`config.mk`:
```
export PLATFORM = sky130hd
export DESIGN_NAME = long_op_scoreboard
export DESIGN_NICKNAME = d
export VERILOG_FILES = /design/src/rtl/long_op_scoreboard.sv
export SDC_FILE = /design/constraint.sdc
export NUM_CORES = 1
export LEC_CHECK = 0
export ABC_AREA = 1
export CAP_MARGIN = 40
export CORE_MARGIN = 1
export CORE_UTILIZATION = 55
export CTS_CLUSTER_DIAMETER = 80
export DETAILED_ROUTE_END_ITERATION = 8
export GPL_TIMING_DRIVEN = 0
export PLACE_DENSITY = 0.83
export REMOVE_ABC_BUFFERS = 1
export SLEW_MARGIN = 10
export SYNTH_ARGS = -nofsm -noshare
export SYNTH_HDL_FRONTEND = slang
export SYNTH_SLANG_ARGS = --single-unit
```
`constraint.sdc`:
```
create_clock -name clk_i -period 3.8 [get_ports clk_i]
set_clock_uncertainty 0.15 [all_clocks]
set_input_delay 0.76 -clock clk_i [delete_from_list [all_inputs] [get_ports clk_i]]
set_output_delay 0.76 -clock clk_i [all_outputs]
set_load 0.02 [all_outputs]
```
`src/rtl/long_op_scoreboard.sv`:
```
// Hazard scoreboard for long-latency ops: tracks pending integer/FP destination
// registers, stalls ID on RAW/WAW/capacity hazards, and retires entries on writeback.
module long_op_scoreboard #(
    parameter int reg_addr_width_p = 5,
    parameter int max_out_p        = 16,
    parameter int cnt_width_p      = $clog2(max_out_p + 1)
) (
    input  logic                                clk_i,
    input  logic                                reset_n_i,
    input  logic                                issue_v_i,
    input  logic                                is_long_op_i,
    input  logic [reg_addr_width_p-1:0]         rs1_i,
    input  logic [reg_addr_width_p-1:0]         rs2_i,
    input  logic [reg_addr_width_p-1:0]         rs3_i,
    input  logic [reg_addr_width_p-1:0]         rd_i,
    input  logic                                read_rs1_i,
    input  logic                                read_rs2_i,
    input  logic                                write_rd_i,
    input  logic                                read_frs1_i,
    input  logic                                read_frs2_i,
    input  logic                                read_frs3_i,
    input  logic                                write_frd_i,
    input  logic                                int_clear_v_i,
    input  logic [reg_addr_width_p-1:0]         int_clear_id_i,
    input  logic                                fp_clear_v_i,
    input  logic [reg_addr_width_p-1:0]         fp_clear_id_i,
    output logic                                stall_raw_o,
    output logic                                stall_waw_o,
    output logic                                stall_full_o,
    output logic                                stall_o,
    output logic [cnt_width_p-1:0]              pending_cnt_o,
    output logic                                empty_o,
    output logic [(2**reg_addr_width_p)-1:0]    int_pending_o,
    output logic [(2**reg_addr_width_p)-1:0]    fp_pending_o
);

    localparam int NumRegs = 2 ** reg_addr_width_p;
    localparam logic [cnt_width_p-1:0] MaxCnt = cnt_width_p'(max_out_p);

    typedef logic [NumRegs-1:0] vec_t;

    vec_t                 int_sb_q, int_sb_d, fp_sb_q, fp_sb_d;
    logic [cnt_width_p-1:0] cnt_q, cnt_d;

    vec_t                 int_clr_oh, fp_clr_oh, int_eff, fp_eff, int_set_oh, fp_set_oh;
    logic                 int_clr_hit, fp_clr_hit;
    logic                 raw, waw, full, fire, set_int, set_fp;
    logic [cnt_width_p:0] cnt_sum;

    always_comb begin
        // Writeback bypass: a register retiring this cycle is already free for hazard checks.
        int_clr_oh  = int_clear_v_i ? (vec_t'(1) << int_clear_id_i) : '0;
        fp_clr_oh   = fp_clear_v_i  ? (vec_t'(1) << fp_clear_id_i)  : '0;
        int_eff     = int_sb_q & ~int_clr_oh;
        fp_eff      = fp_sb_q  & ~fp_clr_oh;
        int_clr_hit = int_clear_v_i & int_sb_q[int_clear_id_i];
        fp_clr_hit  = fp_clear_v_i  & fp_sb_q[fp_clear_id_i];

        raw  = (read_rs1_i  & int_eff[rs1_i]) | (read_rs2_i  & int_eff[rs2_i]) |
               (read_frs1_i & fp_eff[rs1_i])  | (read_frs2_i & fp_eff[rs2_i])  |
               (read_frs3_i & fp_eff[rs3_i]);
        waw  = (write_rd_i & int_eff[rd_i]) | (write_frd_i & fp_eff[rd_i]);
        full = is_long_op_i & (cnt_q == MaxCnt) & ~int_clr_hit & ~fp_clr_hit;

        stall_raw_o  = issue_v_i & raw;
        stall_waw_o  = issue_v_i & waw;
        stall_full_o = issue_v_i & full;
        stall_o      = stall_raw_o | stall_waw_o | stall_full_o;

        fire    = issue_v_i & ~stall_o;
        set_int = fire & is_long_op_i & write_rd_i & (rd_i != '0);
        set_fp  = fire & is_long_op_i & write_frd_i;
        int_set_oh = set_int ? (vec_t'(1) << rd_i) : '0;
        fp_set_oh  = set_fp  ? (vec_t'(1) << rd_i) : '0;

        // Set after clear so a same-cycle set/clear of one register leaves it pending.
        int_sb_d = (int_eff | int_set_oh) & ~vec_t'(1);
        fp_sb_d  = fp_eff | fp_set_oh;

        cnt_sum = {1'b0, cnt_q} + (cnt_width_p+1)'(set_int) + (cnt_width_p+1)'(set_fp)
                - (cnt_width_p+1)'(int_clr_hit) - (cnt_width_p+1)'(fp_clr_hit);
        cnt_d   = cnt_sum[cnt_width_p-1:0];
    end

    always_ff @(posedge clk_i or negedge reset_n_i) begin
        if (!reset_n_i) begin
            int_sb_q <= '0;
            fp_sb_q  <= '0;
            cnt_q    <= '0;
        end else begin
            int_sb_q <= int_sb_d;
            fp_sb_q  <= fp_sb_d;
            cnt_q    <= cnt_d;
        end
    end

    assign pending_cnt_o = cnt_q;
    assign empty_o       = (cnt_q == '0);
    assign int_pending_o = int_sb_q;
    assign fp_pending_o  = fp_sb_q;

    int_clear_pending_a: assert property (@(posedge clk_i) disable iff (!reset_n_i)
        int_clear_v_i |-> int_sb_q[int_clear_id_i]);
    fp_clear_pending_a: assert property (@(posedge clk_i) disable iff (!reset_n_i)
        fp_clear_v_i |-> fp_sb_q[fp_clear_id_i]);
    cnt_range_a: assert property (@(posedge clk_i) disable iff (!reset_n_i)
        cnt_sum <= {1'b0, MaxCnt});

endmodule

```
==> impl_metrics.tcl <==
set metrics [dict create \
    num_antenna_cells 0 \
    setup_ws_ns -0.567 \
    finalHoldViolations 0 \
    post-dp-hpwl_mm 20.1 \
    synth.top_cells.by_area "nand3_1, dfrtp_1, nand2_1" \
    min_period_over_period_pct 115 \
    ys_seq_area_share_pct 25.7 \
    ys_warn_count 0 \
    clk-insertion-delay-late_ns 0.34 \
    dieArea_sq_um 12500 \
    rows 39 \
    arrival_ns 4.50 \
    multiInputGateArea_sq_um 4790 \
    clkTransAtPathRegs_ns 0.05 \
    synth_top_flop_cell "dfrtp_1" \
    worst_pin_slew_ns 0.871 \
    crit_fanout 6 \
    drv_cap 0 \
    worstHoldPathType "primary input to async pin" \
    pre_cts_ws_ns -2.09 \
    gp_congestion 1.04 \
    io_buffer_count 115 \
    critPathKind "primary input to flop" \
    avgViaCountPerCell 6.76 \
    synth_fa_ha_area_share_pct 1.85 \
    synth_xor_area_share_pct 0.397 \
    die_w_microns 112 \
    dr.pass1.iters 9 \
    synth_edf_count 0 \
    numCtsBuffers 9 \
    yosysTopAreaCellShare_pct 27.8 \
    antenna_found_initial 0 \
    synth_compound_area_share_pct 5.63 \
    synth_top_family_by_area "simple AND/OR/NAND/NOR gates" \
    fin_crit_ns 4.37 \
    final_max_slew_viol_count 0 \
    grt_max_degree 64 \
    dr_total_vias 9653 \
    ctsHtreeMaxLevel 3 \
    clock_sinks 68 \
    rsz0062_at_grt "true" \
    timing.hold.ws_ns 0.141 \
    final_common_cell "nand3_1" \
    wl_mm 31.2 \
    layout.nets 1331 \
    yosysTopAreaCell "nand3_1" \
    violations "DRC, setup timing" \
    yosys.area_share.simple_pct 56.8 \
    cts_tree "yes" \
    powerDensity_nw_per_um2 315 \
    synthMuxAreaShare_pct 0 \
    fillers 820 \
    avgSynthCellArea_sq_um 5.90 \
    layout_common_cells "nand3_1, nand2_1, clkdlybuf4s50_1" \
    grt_pass1_wl_mm 48.0 \
    tns_ns -1.85 \
    drc 10 \
    slew_headroom_pct 41.9 \
    run_status "finished, violations left" \
    max-clock-path-buffers 2 \
    drive_above_1_share_pct 20.7 \
    root_buffer "clkbuf_16" \
    power_mw 2.97 \
    dr.first_iter.drc_count 1719 \
    ys_types 37 \
    final_antenna_net_count 0 \
    ctsHoldBuffers 0 \
    grt_overflow 0 \
    synth-seq-cells 68 \
    end_kind "flop" \
    syn2layout_area_growth_pct 42.3 \
    syn_inst 1122 \
    async_flop_share_pct 100 \
    fmax_ghz 0.229 \
    p_leak_nw 4.20 \
    io_pins 117 \
    ir_worst_vdd_uv 510 \
    die_y_microns 112 \
    core_area_sq_um 11600 \
    crit_required_ns 3.93 \
    grt_use_total_pct 50.4 \
    grt_pass1_vias 8866 \
    reg2reg_depth 20 \
    wl_per_cell_microns 21.9 \
    syn_area_sq_um 6620 \
    regArea_sq_um 1700 \
    start_kind "primary input" \
    setup_viol 6 \
    start_util_pct 57.2 \
]
==> cell type report <==
cell class	count	share of cell area [%]
multi-input combinational	907	50.9
tap	143	1.90
sequential	68	18.1
clock inverter	4	0.770
timing repair buffer	209	21.5
timing repair inverter	3	0.239
clock buffer	12	2.62
inverter	82	4.04
==> flip-flops by register name, indices dropped and copies added, names as in the netlist <==
register / cells
int_pending_o: 31
fp_pending_o: 32
pending_cnt_o: 5
==> metal layers <==
layer | track usage (%) | wire, microns | vias up
met1 | 61.2 | 10600 | 4233
met3 | 14.4 | 4410 | 310
met2 | 75.9 | 13100 | 996
li1 | - | - | 4114
met4 | 38.2 | 3110 | 0
met5 | 0 | 0 | -
==> cell families after synthesis <==
kind of cell,count (synthesis)
flops,68
simple gates,835
buf+inv,147
other cells,1
fa+ha+maj,8
xor+xnor,3
compound gates,60
==> cell usage after synthesis, types with 2 or more instances <==
cell type and number:
a22oi_1 13, buf_6 7, buf_1 16, a21boi_0 2, xor2_1 3, nor2_1 54
inv_1 75, buf_2 14, nand4_1 21, nor3_1 29, dfrtp_1 68, o211ai_1 8
nor3_2 2, o21ai_1 5, inv_2 6, a21oi_1 13, buf_4 2, nand3_1 367
o21ai_0 14, fa_1 3, o2111ai_1 2, clkbuf_1 26, ha_1 5, nor2_2 5
nand2_1 350
==> worst max-delay path, stage by stage <==
cell	delay, ns
buf_2	0.17
nor2_4	0.16
buf_6	0.14
nand3_2	0.10
o21ai_2	0.19
nand2_1	0.20
nand3_1	0.17
nor2_1	0.05
nand3_1	0.18
nand2_1	0.09
nand2_1	0.08
nand3_2	0.08
nand3_2	0.12
nand2_2	0.06
inv_2	0.08
nand3_4	0.07
nor3_4	0.21
fa_1	0.46
fa_2	0.39
ha_4	0.19
inv_2	0.05
fa_1	0.40
inv_1	0.06
==> report_power, final <==
| part | switching, mW | leakage (nW) | internal, mW | total (mW) |
|---|---|---|---|---|
| clock | 0.322 | 0.153 | 0.592 | 0.914 |
| combinational | 0.697 | 3.13 | 0.458 | 1.15 |
| sequential | 0.101 | 0.925 | 0.796 | 0.897 |
| total | 1.12 | 4.20 | 1.85 | 2.97 |
==> per-stage QoR <==
stage | cell area, sq um | util (%) | instances
3_5_place_dp | 7750 | 67.0 | 1322
2_1_floorplan | 6300 | - | 1057
5_1_grt | 9420 | 81.4 | 1428
6_report | 9420 | 81.4 | 1428
4_1_cts | 9310 | 80.5 | 1425
3_3_place_gp | 7630 | 66.0 | 1315
==> repair_timing <==
action	in CTS	in global routing
gates resized for setup	282	32
gates cloned	4	0
pin swaps	56	11
setup endpoints to repair	72	12
buffers inserted	83	7
==> path summary, 6_finish.rpt <==
| path | end | slack, ns | startpoint |
|---|---|---|---|
| worst max-delay path | pending_cnt_o[2]$_DFF_PN0_ | -0.57 | int_clear_id_i[1] |
| max in group asynchronous | fp_pending_o[3]$_DFF_PN0_ | 2.80 | reset_n_i |
| worst max register to register | pending_cnt_o[2]$_DFF_PN0_ | -0.03 | fp_pending_o[30]$_DFF_PN0_ |
| worst min register to register | int_pending_o[23]$_DFF_PN0_ | 0.47 | int_pending_o[23]$_DFF_PN0_ |
| min in group clk_i | int_pending_o[23]$_DFF_PN0_ | 0.47 | int_pending_o[23]$_DFF_PN0_ |
| worst min-delay path | pending_cnt_o[3]$_DFF_PN0_ | 0.14 | reset_n_i |
No activity file was read; power rests on OpenSTA's default activity.
